--- src/rtl/i2c_cfg_sequencer_pkg.sv ---
// Shared constants for the configuration sequencer: ROM layout, device limits
// and FSM state encodings.
package i2c_cfg_sequencer_pkg;

    localparam int CFG_ADDR_W      = 6;
    localparam int CFG_MAX_DEVICES = 3;

    // ROM word holding the number of device blocks that follow.
    localparam logic [CFG_ADDR_W-1:0] COUNT_ADDR = '0;

    typedef logic [3:0] state_t;

    localparam state_t ST_RD_COUNT = 4'd0;
    localparam state_t ST_RD_DEV   = 4'd1;
    localparam state_t ST_RD_SIZE  = 4'd2;
    localparam state_t ST_RD_SUB   = 4'd3;
    localparam state_t ST_RD_DATA  = 4'd4;
    localparam state_t ST_REQ      = 4'd5;
    localparam state_t ST_WAIT     = 4'd6;
    localparam state_t ST_NEXT_DEV = 4'd7;
    localparam state_t ST_DONE     = 4'd8;

endpackage

--- src/rtl/i2c_cfg_sequencer_if.sv ---
// Request/busy handshake and write-record bus between the sequencer and the I2C master.
interface i2c_cfg_sequencer_if;

    logic       i2c_busy;
    logic [7:0] i_addr_w_rw;
    logic [7:0] i_sub_addr;
    logic [7:0] i_data_write;
    logic       req_trans;

    modport master (
        input  i2c_busy,
        output i_addr_w_rw,
        output i_sub_addr,
        output i_data_write,
        output req_trans
    );

    modport slave (
        output i2c_busy,
        input  i_addr_w_rw,
        input  i_sub_addr,
        input  i_data_write,
        input  req_trans
    );

endinterface

--- src/rtl/i2c_cfg_sequencer_clk_div.sv ---
// Free-running divider producing the 50% duty ROM clock and a strobe that is
// high in the clk cycle whose closing edge makes data_clk rise.
module i2c_cfg_sequencer_clk_div #(
    parameter int CLK_DIV = 4
) (
    input  logic clk,
    input  logic reset_n,
    output logic data_clk,
    output logic rise_stb
);

    localparam int HALF  = CLK_DIV / 2;
    localparam int CNT_W = (HALF > 1) ? $clog2(HALF) : 1;

    logic [CNT_W-1:0] cnt_reg;
    logic             data_clk_reg;
    logic             half_done;

    assign half_done = (cnt_reg == CNT_W'(HALF - 1));

    always_ff @(posedge clk or negedge reset_n) begin
        if (!reset_n) begin
            cnt_reg      <= '0;
            data_clk_reg <= 1'b0;
        end else if (half_done) begin
            cnt_reg      <= '0;
            data_clk_reg <= ~data_clk_reg;
        end else begin
            cnt_reg <= cnt_reg + CNT_W'(1);
        end
    end

    assign data_clk = data_clk_reg;
    assign rise_stb = half_done & ~data_clk_reg;

endmodule

--- src/rtl/i2c_cfg_sequencer.sv ---
// Boot-time configuration sequencer: walks the configuration ROM and issues one
// I2C register write per (sub-address, data) record through the master handshake.
module i2c_cfg_sequencer
    import i2c_cfg_sequencer_pkg::*;
#(
    parameter int ADDR_W      = CFG_ADDR_W,
    parameter int MAX_DEVICES = CFG_MAX_DEVICES,
    parameter int CLK_DIV     = 4,
    parameter int FETCH_WAIT  = 2
) (
    input  logic                clk,
    input  logic                reset_n,
    input  logic [7:0]          data,
    output logic                data_clk,
    output logic [ADDR_W-1:0]   rd_address,
    output logic                done,
    i2c_cfg_sequencer_if.master bus
);

    localparam int WAIT_W = $clog2(FETCH_WAIT + 1);
    localparam int DEV_W  = $clog2(MAX_DEVICES + 1);

    state_t            state_reg;
    logic [ADDR_W-1:0] addr_reg;
    logic              addr_end_reg;
    logic [WAIT_W-1:0] wait_cnt_reg;
    logic [DEV_W-1:0]  dev_total_reg;
    logic [DEV_W-1:0]  dev_done_reg;
    logic [7:0]        cfg_size_reg;
    logic [7:0]        byte_cnt_reg;
    logic [7:0]        addr_w_rw_reg;
    logic [7:0]        sub_addr_reg;
    logic [7:0]        data_write_reg;
    logic              req_reg;
    logic              done_reg;
    logic              rise_stb;
    logic              fetch_state;
    logic              fetch_ready;

    i2c_cfg_sequencer_clk_div #(.CLK_DIV(CLK_DIV)) u_clk_div (
        .clk      (clk),
        .reset_n  (reset_n),
        .data_clk (data_clk),
        .rise_stb (rise_stb)
    );

    assign fetch_state = (state_reg == ST_RD_COUNT) || (state_reg == ST_RD_DEV) ||
                         (state_reg == ST_RD_SIZE)  || (state_reg == ST_RD_SUB) ||
                         (state_reg == ST_RD_DATA);
    // Only data_clk edges after the address change are counted, so a ROM with a
    // registered address has settled by the time data is sampled.
    assign fetch_ready = fetch_state && !addr_end_reg && (wait_cnt_reg == WAIT_W'(FETCH_WAIT));

    always_ff @(posedge clk or negedge reset_n) begin
        if (!reset_n) begin
            state_reg      <= ST_RD_COUNT;
            addr_reg       <= ADDR_W'(COUNT_ADDR);
            addr_end_reg   <= 1'b0;
            wait_cnt_reg   <= '0;
            dev_total_reg  <= '0;
            dev_done_reg   <= '0;
            cfg_size_reg   <= '0;
            byte_cnt_reg   <= '0;
            addr_w_rw_reg  <= '0;
            sub_addr_reg   <= '0;
            data_write_reg <= '0;
            req_reg        <= 1'b0;
            done_reg       <= 1'b0;
        end else begin
            if (fetch_ready) begin
                wait_cnt_reg <= '0;
                if (addr_reg == '1) begin
                    addr_end_reg <= 1'b1;
                end else begin
                    addr_reg <= addr_reg + ADDR_W'(1);
                end
            end else if (fetch_state && rise_stb) begin
                wait_cnt_reg <= wait_cnt_reg + WAIT_W'(1);
            end

            case (state_reg)
                ST_RD_COUNT: if (fetch_ready) begin
                    if (data == 8'd0 || data > 8'(MAX_DEVICES)) begin
                        state_reg <= ST_DONE;
                    end else begin
                        dev_total_reg <= data[DEV_W-1:0];
                        state_reg     <= ST_RD_DEV;
                    end
                end
                ST_RD_DEV: if (fetch_ready) begin
                    addr_w_rw_reg <= {data[7:1], 1'b0};
                    state_reg     <= ST_RD_SIZE;
                end
                ST_RD_SIZE: if (fetch_ready) begin
                    cfg_size_reg <= data;
                    byte_cnt_reg <= '0;
                    state_reg    <= (data == 8'd0) ? ST_NEXT_DEV : ST_RD_SUB;
                end
                ST_RD_SUB: if (fetch_ready) begin
                    sub_addr_reg <= data;
                    state_reg    <= ST_RD_DATA;
                end
                ST_RD_DATA: if (fetch_ready) begin
                    data_write_reg <= data;
                    state_reg      <= ST_REQ;
                end
                // A master still busy from earlier traffic must go idle before we request.
                ST_REQ: begin
                    if (!req_reg) begin
                        if (!bus.i2c_busy) req_reg <= 1'b1;
                    end else if (bus.i2c_busy) begin
                        req_reg   <= 1'b0;
                        state_reg <= ST_WAIT;
                    end
                end
                ST_WAIT: if (!bus.i2c_busy) begin
                    byte_cnt_reg <= byte_cnt_reg + 8'd1;
                    state_reg    <= (byte_cnt_reg + 8'd1 == cfg_size_reg) ? ST_NEXT_DEV : ST_RD_SUB;
                end
                ST_NEXT_DEV: begin
                    dev_done_reg <= dev_done_reg + DEV_W'(1);
                    state_reg    <= (dev_done_reg + DEV_W'(1) == dev_total_reg) ? ST_DONE : ST_RD_DEV;
                end
                ST_DONE: begin
                    done_reg <= 1'b1;
                    req_reg  <= 1'b0;
                end
                default: state_reg <= ST_DONE;
            endcase

            // The ROM ends at the top address; a fetch that would run past it ends the walk.
            if (fetch_state && addr_end_reg) state_reg <= ST_DONE;
        end
    end

    assign rd_address       = addr_reg;
    assign done             = done_reg;
    assign bus.req_trans    = req_reg;
    assign bus.i_addr_w_rw  = addr_w_rw_reg;
    assign bus.i_sub_addr   = sub_addr_reg;
    assign bus.i_data_write = data_write_reg;

endmodule

--- src/flat_wrapper.sv ---
// flat-port wrapper written by rule: the top's interface ports become plain ports
module i2c_cfg_sequencer_flat import i2c_cfg_sequencer_pkg::*;
#(
    parameter int ADDR_W      = CFG_ADDR_W,
    parameter int MAX_DEVICES = CFG_MAX_DEVICES,
    parameter int CLK_DIV     = 4,
    parameter int FETCH_WAIT  = 2
)
  (clk, reset_n, data, data_clk, rd_address, done, bus_i2c_busy, bus_i_addr_w_rw, bus_i_sub_addr, bus_i_data_write, bus_req_trans);
  i2c_cfg_sequencer_if bus_i ();
  input  logic clk;
  input  logic reset_n;
  input  logic [7:0] data;
  output logic data_clk;
  output logic [ADDR_W-1:0] rd_address;
  output logic done;
  input wire logic [$bits(bus_i.i2c_busy)-1:0] bus_i2c_busy;
  output wire logic [$bits(bus_i.i_addr_w_rw)-1:0] bus_i_addr_w_rw;
  output wire logic [$bits(bus_i.i_sub_addr)-1:0] bus_i_sub_addr;
  output wire logic [$bits(bus_i.i_data_write)-1:0] bus_i_data_write;
  output wire logic [$bits(bus_i.req_trans)-1:0] bus_req_trans;
  assign bus_i.i2c_busy = bus_i2c_busy;
  assign bus_i_addr_w_rw = bus_i.i_addr_w_rw;
  assign bus_i_sub_addr = bus_i.i_sub_addr;
  assign bus_i_data_write = bus_i.i_data_write;
  assign bus_req_trans = bus_i.req_trans;
  i2c_cfg_sequencer #(.ADDR_W(ADDR_W), .MAX_DEVICES(MAX_DEVICES), .CLK_DIV(CLK_DIV), .FETCH_WAIT(FETCH_WAIT)) u_core (.clk(clk), .reset_n(reset_n), .data(data), .data_clk(data_clk), .rd_address(rd_address), .done(done), .bus(bus_i));
endmodule
--- config.mk ---
export PLATFORM = sky130hd
export DESIGN_NAME = i2c_cfg_sequencer_flat
export DESIGN_NICKNAME = d
export VERILOG_FILES = /design/src/rtl/i2c_cfg_sequencer_pkg.sv /design/src/rtl/i2c_cfg_sequencer_if.sv /design/src/rtl/i2c_cfg_sequencer_clk_div.sv /design/src/rtl/i2c_cfg_sequencer.sv /design/src/flat_wrapper.sv
export SDC_FILE = /design/constraint.sdc
export NUM_CORES = 1
export LEC_CHECK = 0
export ABC_AREA = 1
export BUFFER_PORTS_ARGS = -buffer_cell sky130_fd_sc_hd__buf_2
export CORE_MARGIN = 2
export CORE_UTILIZATION = 51
export DETAILED_ROUTE_END_ITERATION = 10
export PLACE_DENSITY = 0.76
export SLEW_MARGIN = 20
export SYNTH_ARGS = -nofsm -noshare
export SYNTH_HDL_FRONTEND = slang
export SYNTH_SLANG_ARGS = --single-unit
--- constraint.sdc ---
create_clock -name clk -period 1.5 [get_ports clk]
set_input_delay 0.075 -clock clk [delete_from_list [all_inputs] [get_ports clk]]
set_output_delay 0.075 -clock clk [all_outputs]
set_load 0.01 [all_outputs]
==> results.sh, run 1 <==
export IMPL_status="finished with violations"
export IMPL_violations="negative setup slack"
export IMPL_ant_nets=0
export IMPL_nNetsFinal=448
export IMPL_synth_distinct_cells=30
export IMPL_async_reset_ff_share_pct=100
export IMPL_cp_end_kind="flop"
export IMPL_p_clk_share_pct=48.5
export IMPL_yosys_top_cells_area="dfrtp_1 (52%), nand2_1 (12%), o21ai_0 (7.6%), inv_1 (5.7%), nand3_1 (5.7%)"
export IMPL_clockBufferDepth=2
export IMPL_hold_viol_final=0
export IMPL_core_area_sq_um=5510
export IMPL_ys_seq_area_share_pct=51.8
export IMPL_syn_inst=347
export IMPL_syn_avg_cell_area_sq_um=8.35
export IMPL_crit_required_ns=1.78
export IMPL_yosysWarnings=0
export IMPL_finClkSkew_ns=0.00870
export IMPL_antenna_found_initial=0
export IMPL_drtIter0Drc=255
export IMPL_final_cell_mix="nand2_1 (89), dfrtp_1 (55), buf_2 (42)"
export IMPL_hold_class="in2reg"
export IMPL_cts_max_level=3
export IMPL_routed_wirelength_mm=7.12
export IMPL_yosys_area_top_type="dfrtp_1"
export IMPL_cp_arrival_ns=1.81
export IMPL_vias_per_cell=5.20
export IMPL_power_frac_seq_pct=48.5
export IMPL_syn_nets=360
export IMPL_synth_seq_cells=60
export IMPL_final_common_cell="nand2_1"
export IMPL_grt_use_total_pct=23.8
export IMPL_fmax_mhz=653
export IMPL_synth_top_cell_area_share_pct=51.8
export IMPL_path_class="reg2reg"
export IMPL_drive_gt1_share_pct=31.6
export IMPL_use_met1_pct=34.0
export IMPL_dpl_cell_count=480
export IMPL_start_util_pct=52.6
export IMPL_path_clk_slew_ns=0.07
export IMPL_remaining_drc_errors=0
export IMPL_grt_pass1_wl_mm=11.6
export IMPL_cts_sinks=60
export IMPL_p_int_uw=2600
export IMPL_grtUsageMet3_pct=5.66
export IMPL_layout_cells_non_filler=512
export IMPL_synth_flop_cell="dfrtp_1"
export IMPL_insertion_delay_ns=0.34
export IMPL_synth_edf_count=0
export IMPL_root_buffer="clkbuf_8"
export IMPL_fp_dieH_um=79.4
export IMPL_path_max_fanout=7
export IMPL_final_setup_viol_count=4
export IMPL_dr_pass1_iters=5
export IMPL_rsz0062_at_grt="yes"
export IMPL_maxCapViolCount=0
export IMPL_pwr_share_comb_pct=3.0
export IMPL_dieArea_sq_um=6300
export IMPL_start_kind="flop"
export IMPL_fp_row_count=27
export IMPL_grt_busiest_layer="met2"
export IMPL_port_buffers=42
export IMPL_grt_util_met2_pct=36.0
export IMPL_post_dp_hpwl_mm=4.66
export IMPL_die_w_um=79.4
export IMPL_pin_count=44
export IMPL_cts_tree="built"
export IMPL_switching_share_pct=22.5
export IMPL_fin_ws_ns=-0.0322
export IMPL_syn_area_sq_um=2900
export IMPL_finalPower_uw=3360
export IMPL_grt_max_degree=61
export IMPL_overflow=0
export IMPL_diodes=0
export IMPL_wl_per_cell_um=13.9
export IMPL_num_vias=2662
export IMPL_p_leak_uw=0.00193
export IMPL_syn_to_final_growth_pct=33.1
export IMPL_p_per_area_nw_per_um2=870
export IMPL_grt_pass1_vias=2474
export IMPL_gp_congestion=0.865
export IMPL_numCtsBuffers=9
export IMPL_netSwitchingPower_uw=754
export IMPL_finalCriticalPeriod_ns=1.53
export IMPL_ir_drop_mv=0.797
export IMPL_final_max_slew_viol_count=0
export IMPL_period_share_pct=102
[stage by stage]
step	setup WS (ns)	setup TNS, ns	area [sq um]	hold WS (ns)	utilization, %
floorplan	0.00650	0	2900	-0.221	-
global placement	-0.116	-0.381	3380	0.106	61.3
detailed placement	-0.134	-0.526	3380	0.105	61.3
CTS	0.00261	0	3670	0.0600	66.7
global route	-0.198	-1.21	3860	0.0850	70.1
finish	-0.0322	-0.0853	3860	0.0656	70.1
[power by group through the flow]
stage	clock [uW]	sequential, uW	combinational [uW]
3_5_place_dp	0	1660	94.4
4_1_cts	1660	1630	101
2_1_floorplan	0	1660	29.4
6_report	1630	1630	102
3_3_place_gp	0	1660	93.2
5_1_grt	1730	1630	118
[cells by family (layout without fill, tap and decap cells)]
family / count (synthesis) / count (layout) / share of synthesized area (%)
buffers and inverters: 50 / 143 / 6.86
other: 1 / 1 / 0.129
AO/OA/AOI/OAI: 56 / 56 / 10.4
multiplexers: 1 / 1 / 0.388
AND/OR/NAND/NOR: 167 / 167 / 26.5
XOR/XNOR: 10 / 10 / 3.02
flip-flops: 60 / 60 / 51.8
adder cells (fa/ha/maj): 2 / 2 / 0.863
[synth_stat cells, types with 2 or more instances]
library cell,count
nand2_1,92
dfrtp_1,60
inv_1,44
o21ai_0,44
nand3_1,33
nor2_1,21
xor2_1,6
nand4_1,5
clkbuf_1,4
nor2_2,4
xnor2_1,4
a21oi_1,3
nor2_4,3
o22ai_1,3
ha_1,2
nand3b_1,2
nand4_2,2
nor3_1,2
o31ai_1,2
[critical path, cell delays in order, from the launching register on]
cell,delay [ns]
dfrtp_2,0.45
buf_6,0.13
nand2_1,0.05
nor2_1,0.04
buf_4,0.15
nand2_1,0.09
nand2_1,0.07
nand3_1,0.07
nand2_1,0.07
nor2_2,0.09
nand3_1,0.09
nand2_1,0.08
nand2_1,0.05
nand2_1,0.05
[routing by layer]
metal,share of wire (%),up-vias
met5,0,-
met2,48,67
li1,-,1303
met4,1.7,0
met3,4.9,9
met1,45,1283
[final timing paths]
path                                               startpoint  depth (start not counted)  slack [ns]                                endpoint
max in group asynchronous                             reset_n                          3        0.93         u_core.state_reg[3]$_DFFE_PN0P_
max reg2reg                u_core.byte_cnt_reg[1]$_DFFE_PN0P_                         13       -0.03         u_core.state_reg[2]$_DFFE_PN0P_
min                                                   data[2]                          3        0.07  u_core.bus.i_data_write[2]$_DFFE_PN0P_
min reg2reg                u_core.u_clk_div.cnt_reg$_DFF_PN0_                          1        0.46      u_core.u_clk_div.cnt_reg$_DFF_PN0_
max                        u_core.byte_cnt_reg[1]$_DFFE_PN0P_                         13       -0.03         u_core.state_reg[2]$_DFFE_PN0P_
min in group asynchronous                             reset_n                          3        0.27      u_core.byte_cnt_reg[7]$_DFFE_PN0P_
[timing repair]
action	4_1_cts	5_1_grt
gates resized for setup	6	40
endpoints found under the hold margin	61	0
setup endpoints to repair	10	29
pin swaps	1	20
hold buffers	2	0
gates cloned	0	0
buffers inserted	5	9
[layout make-up]
type / count / area [sq um]
clock buffer: 9 / 124
clock inverter: 7 / 100
fill: 414 / 1650
inverter: 44 / 165
multi-input combinational: 237 / 1310
sequential: 60 / 1510
tap: 72 / 90.1
timing repair buffer: 83 / 563
No activity file was read; power rests on OpenSTA's default activity.
==> run 2, diff against run 1 <==
BUFFER_PORTS_ARGS = unset   (was -buffer_cell sky130_fd_sc_hd__buf_2)
CORE_UTILIZATION = 57   (was 51)
DONT_BUFFER_PORTS = 1   (was unset)
PLACE_DENSITY = 0.75   (was 0.76)
==> run 2 against run 1 <==
Effect of this change: the run still ends with negative setup slack left; hold slack worse by 0.046 ns; utilization grew 5.3 points; clock power fell by 19%; register-to-register slack barely moved; highest routed layer unchanged.
==> results.sh, run 2 (synthesized netlist as in run 1, its figures left out) <==
export IMPL_status="finished with violations"
export IMPL_violations="negative setup slack"
export IMPL_die_w_um=75.3
export IMPL_pin_count=44
export IMPL_final_max_slew_viol_count=0
export IMPL_routed_wirelength_mm=6.42
export IMPL_final_setup_viol_count=1
export IMPL_finalCriticalPeriod_ns=1.54
export IMPL_n_fill_cell=363
export IMPL_root_buffer="clkbuf_8"
export IMPL_grt_max_degree=61
export IMPL_nNetsFinal=408
export IMPL_grtUsageMet3_pct=7.01
export IMPL_p_per_area_nw_per_um2=839
export IMPL_place_ws_ns=-0.0641
export IMPL_fp_dieH_um=75.3
export IMPL_num_vias=2450
export IMPL_path_clk_slew_ns=0.07
export IMPL_multi_input_area_sq_um=1290
export IMPL_grt_use_total_pct=25.0
export IMPL_finalPower_uw=3050
export IMPL_port_buffers=0
export IMPL_dr_pass1_iters=4
export IMPL_remaining_drc_errors=0
export IMPL_vias_per_cell=5.25
export IMPL_cts_tree="built"
export IMPL_drive_gt1_share_pct=21.5
export IMPL_grt_busiest_layer="met1"
export IMPL_seq_area_sq_um=1500
export IMPL_grt_util_met2_pct=36.0
export IMPL_rrSetupSlack_ns=-0.04
export IMPL_ant_nets=0
export IMPL_overflow=0
export IMPL_final_cell_mix="nand2_1 (89), dfrtp_1 (58), inv_1 (39), o21ai_0 (39)"
export IMPL_grt_pass1_wl_mm=10.5
export IMPL_p_leak_uw=0.00178
export IMPL_start_util_pct=60.2
export IMPL_use_met1_pct=36.3
export IMPL_worstRegToRegCells=10
export IMPL_cp_end_kind="flop"
export IMPL_timing_critical_path_to="u_core.state_reg[2]$_DFFE_PN0P_"
export IMPL_rsz0062_at_grt="yes"
export IMPL_ir_drop_mv=0.696
export IMPL_antenna_found_initial=0
export IMPL_wl_per_cell_um=13.7
export IMPL_maxCapViolCount=0
export IMPL_insertion_delay_ns=0.33
export IMPL_post_dp_hpwl_mm=4.30
export IMPL_core_area_sq_um=4820
export IMPL_hold_ws_ns=0.0195
export IMPL_worstReg2RegStart="u_core.byte_cnt_reg[0]$_DFFE_PN0P_"
export IMPL_gp_congestion=0.859
export IMPL_clockBufferDepth=2
export IMPL_numCtsBuffers=9
export IMPL_cts_max_level=3
export IMPL_hold_class="in2reg"
export IMPL_final_common_cell="nand2_1"
export IMPL_fmax_mhz=648
export IMPL_r2r_end="u_core.state_reg[2]$_DFFE_PN0P_"
export IMPL_period_share_pct=103
export IMPL_cp_arrival_ns=1.76
export IMPL_cts_sinks=60
export IMPL_grt_pass1_vias=2286
export IMPL_start_kind="flop"
export IMPL_diodes=0
export IMPL_syn_to_final_growth_pct=25.2
export IMPL_path_max_fanout=4
export IMPL_crit_required_ns=1.72
export IMPL_hold_viol_final=0
export IMPL_dieArea_sq_um=5670
export IMPL_fp_row_count=25
export IMPL_drtIter0Drc=184
export IMPL_path_class="reg2reg"
export IMPL_finClkSkew_ns=0.00521
export IMPL_cp_startpoint="u_core.byte_cnt_reg[0]$_DFFE_PN0P_"
export IMPL_fin_ws_ns=-0.0443
## run 2: worst min-delay path by stage
stage	end	start	slack, ns	cells past startpoint
after floorplan	u_core.addr_end_reg$_DFFE_PN0P_	reset_n	-0.22	0
after global placement	u_core.byte_cnt_reg[7]$_DFFE_PN0P_	reset_n	-0.22	0
after detailed placement	u_core.byte_cnt_reg[5]$_DFFE_PN0P_	reset_n	-0.22	0
after CTS	u_core.bus.i_sub_addr[4]$_DFFE_PN0P_	data[4]	0.01	2
after global routing	u_core.bus.i_addr_w_rw[4]$_DFFE_PN0P_	data[4]	0.02	2
final	u_core.bus.i_sub_addr[4]$_DFFE_PN0P_	data[4]	0.02	2
## run 2: timing repair
item,4_1_cts,5_1_grt
pin swaps,3,16
resized for setup,13,22
gates cloned,0,0
setup endpoints to repair,4,22
endpoints found under the hold margin,89,0
hold buffers,10,0
setup buffers,3,7
## run 2: metal layers
| metal | up-vias | share of wire (%) |
|---|---|---|
| met3 | 9 | 6.7 |
| li1 | 1221 | - |
| met4 | 0 | 1.3 |
| met1 | 1138 | 47 |
| met5 | - | 0 |
| met2 | 82 | 45 |
## run 2: per-stage QoR
step	utilization, %	TNS (ns)	cell area, sq um	instances
6_report	75.4	-0.0443	3630	467
5_1_grt	75.4	-0.377	3630	467
4_1_cts	72.9	-0.00327	3510	460
3_5_place_dp	65.6	-0.160	3160	433
3_3_place_gp	65.6	-0.156	3160	433
2_1_floorplan	-	0	2900	347
## run 2: cell type report
cell class | instances | share of cell area, %
sequential | 60 | 41.4
inverter | 44 | 4.62
timing repair buffer | 43 | 10.9
multi-input combinational | 237 | 35.6
tap | 67 | 2.31
clock buffer | 11 | 4.17
clock inverter | 5 | 1.00
## run 2: where the power goes
group | switching, uW | internal, uW | leakage, uW | total (uW)
clock | 632 | 688 | 0.0000876 | 1320
sequential | 5.31 | 1620 | 0.000653 | 1630
combinational | 65.2 | 33.3 | 0.00104 | 98.5
## run 2: critical path: stages (launching register included)
cell and delay (ns):
dfrtp_1 0.43, buf_6 0.14, nand3_1 0.18, o21ai_1 0.22, nand3_1 0.09, nand2_1 0.07
nor2_1 0.04, nand3_1 0.08, nand2_1 0.05, nand2_1 0.07, nand2_1 0.07
==> run 3, diff against run 2 <==
ABC_AREA = unset   (was 1)
clock period = 1.4 ns   (was 1.5 ns; I/O delays follow)
==> run 3 against run 2 <==
Effect of this change: non-clock buffer count is 40 higher; routed wire length rose by 52%; final cell count shrank 9.0%; critical endpoint is now u_core.cfg_size_reg[3]$_DFFE_PN0P_; the run ends with negative hold slack, negative setup slack left; combinational power increased by 13%; register-to-register slack worse by 0.41 ns; synthesized cell count is 24% lower.
==> results.sh, run 3 <==
export IMPL_n_fill_cell=243
export IMPL_synth_xor_area_share_pct=4.49
export IMPL_final_cell_mix="buf_4 (56), dfrtp_1 (56), mux2_2 (25)"
export IMPL_fp_dieH_um=75.7
export IMPL_diodes=0
export IMPL_drtIter0Drc=304
export IMPL_dieArea_sq_um=5720
export IMPL_status="finished with violations"
export IMPL_cp_cell_sequence="or3b_4, nor2_4, and3_2, buf_12, mux2_2"
export IMPL_finalCriticalPeriod_ns=1.85
export IMPL_crit_required_ns=1.64
export IMPL_insertion_delay_ns=0.36
export IMPL_fp_row_count=26
export IMPL_yosysWarnings=0
export IMPL_synth_top_cell_area_share_pct=51.3
export IMPL_cp_end_kind="flop"
export IMPL_start_util_pct=58.0
export IMPL_hold_class="in2async"
export IMPL_wl_per_cell_um=23.0
export IMPL_cts_max_level=3
export IMPL_p_leak_uw=0.00189
export IMPL_layout_cells_non_filler=425
export IMPL_syn_nets=278
export IMPL_synth_adder_area_share_pct=0.855
export IMPL_root_buffer="clkbuf_8"
export IMPL_cp_arrival_ns=2.09
export IMPL_cpMaxStageDelayCell="or3b_4"
export IMPL_final_setup_viol_count=54
export IMPL_yosys_area_top_type="dfrtp_1"
export IMPL_violations="negative hold slack, negative setup slack"
export IMPL_syn_avg_cell_area_sq_um=11.0
export IMPL_antenna_found_initial=0
export IMPL_ir_drop_mv=1.03
export IMPL_start_kind="flop"
export IMPL_cpPeakStageDelay_ns=0.43
export IMPL_finalPower_uw=3820
export IMPL_final_util_pct=83.3
export IMPL_dr_pass1_iters=6
export IMPL_synthMuxAreaShare_pct=13.4
export IMPL_vias_per_cell=6.42
export IMPL_path_class="reg2reg"
export IMPL_hold_ws_ns=-0.596
export IMPL_pin_count=44
export IMPL_core_area_sq_um=5040
export IMPL_port_buffers=0
export IMPL_synth_commonest_cells="dfrtp_1 (60), mux2_2 (34), nor2_1 (22), o21ai_0 (22), nand3_1 (15)"
export IMPL_ys_seq_area_share_pct=51.3
export IMPL_cts_hold_buffers=9
export IMPL_synth_flop_cell="dfrtp_1"
export IMPL_period_share_pct=132
export IMPL_final_max_slew_viol_count=0
export IMPL_grt_use_total_pct=30.9
export IMPL_grt_pass1_wl_mm=12.7
export IMPL_synth_seq_cells=60
export IMPL_dpl_cell_count=385
export IMPL_grt_max_degree=61
export IMPL_ant_nets=0
export IMPL_fmax_mhz=540
export IMPL_synth_compound_area_share_pct=11.6
export IMPL_drive_gt1_share_pct=47.0
export IMPL_synth_top_family_by_area="simple AND/OR/NAND/NOR gates"
export IMPL_hold_viol_final=60
export IMPL_path_clk_slew_ns=0.07
export IMPL_nNetsFinal=363
export IMPL_async_reset_ff_share_pct=100
export IMPL_yosys_top_cells_area="dfrtp_1 (51%), mux2_2 (13%), o21ai_0 (3.8%), xnor2_1 (3.3%), nor2_1 (2.8%)"
export IMPL_overflow=0
export IMPL_gp_congestion=0.956
export IMPL_maxCapViolCount=0
export IMPL_cts_tree="built"
export IMPL_path_max_fanout=9
export IMPL_post_dp_hpwl_mm=4.75
export IMPL_remaining_drc_errors=0
export IMPL_syn_inst=265
export IMPL_routed_wirelength_mm=9.79
export IMPL_yosysMostFrequentCell="dfrtp_1"
export IMPL_die_w_um=75.7
export IMPL_synth_distinct_cells=49
export IMPL_syn_area_sq_um=2930
export IMPL_clockBufferDepth=2
export IMPL_p_per_area_nw_per_um2=909
export IMPL_synth_edf_count=0
export IMPL_syn_to_final_growth_pct=43.5
export IMPL_cts_sinks=60
export IMPL_numCtsBuffers=9
export IMPL_finClkSkew_ns=0.00892
export IMPL_num_vias=2730
export IMPL_fin_ws_ns=-0.452
export IMPL_grt_pass1_vias=2580
export IMPL_rsz0062_at_grt="yes"
export IMPL_yosys_area_share_simple_pct=15.5
run 3: final cells by class:
class	count	area, sq um	area share, %
tap	70	87.6	2.09
clock buffer	11	131	3.13
multi-input combinational	190	1580	37.7
clock inverter	5	100	2.38
inverter	6	22.5	0.536
timing repair buffer	83	769	18.3
sequential	60	1510	35.9
run 3: where the power goes:
part           total, uW  switching (uW)  internal, uW
registers           1790            33.3          1750
logic                111            53.8          57.3
clock network       1920             741          1180
run 3: kinds of logic (layout without fill, tap and decap cells):
group	after synthesis	in the layout
other cells	1	1
simple gates	84	84
fa+ha+maj	2	2
buf+inv	15	105
compound gates	53	53
mux	35	35
flops	60	60
xor+xnor	15	15
run 3: metrics by stage:
step,TNS [ns],area [sq um],setup slack [ns]
2_1_floorplan,-11.78,2990,-0.358
3_3_place_gp,-12.55,3500,-0.352
3_5_place_dp,-14.54,3500,-0.400
4_1_cts,-12.88,4020,-0.381
5_1_grt,-20.43,4200,-0.516
6_report,-17.51,4200,-0.452
run 3: worst paths after layout:
| path | start | endpoint | slack (ns) | cells past startpoint |
|---|---|---|---|---|
| setup / recovery | u_core.addr_end_reg$_DFFE_PN0P_ | u_core.cfg_size_reg[3]$_DFFE_PN0P_ | -0.45 | 5 |
| hold / removal | reset_n | u_core.addr_end_reg$_DFFE_PN0P_ | -0.60 | 0 |
| setup reg to reg | u_core.addr_end_reg$_DFFE_PN0P_ | u_core.cfg_size_reg[3]$_DFFE_PN0P_ | -0.45 | 5 |
| hold reg to reg | u_core.u_clk_div.cnt_reg$_DFF_PN0_ | u_core.u_clk_div.data_clk$_DFFE_PN0P_ | 0.48 | 1 |
| max in group asynchronous | reset_n | u_core.state_reg[2]$_DFFE_PN0P_ | 1.85 | 0 |
| min in group clk | bus_i2c_busy | u_core.byte_cnt_reg[1]$_DFFE_PN0P_ | 0.06 | 3 |
run 3: worst max-delay path, delay by kind of cell, from the launching register on:
| family | cells | cell delay [ns] |
|---|---|---|
| flip-flops | 1 | 0.40 |
| multiplexers | 1 | 0.34 |
| buffers and inverters | 1 | 0.14 |
| AND/OR/NAND/NOR | 3 | 0.85 |
run 3: per-layer routing:
| layer | global-route usage (%) | routed length, um | vias up |
|---|---|---|---|
| met4 | 11.7 | 475 | 0 |
| met5 | 0 | 0 | - |
| met3 | 11.6 | 926 | 52 |
| met2 | 50.5 | 5010 | 196 |
| met1 | 37.5 | 3380 | 1352 |
| li1 | - | - | 1130 |
run 3: timing repair:
item,4_1_cts,5_1_grt
setup endpoints to repair,53,55
pin swaps,15,10
buffers inserted,7,8
gates cloned,0,1
resized for setup,37,26
endpoints found under the hold margin,95,60
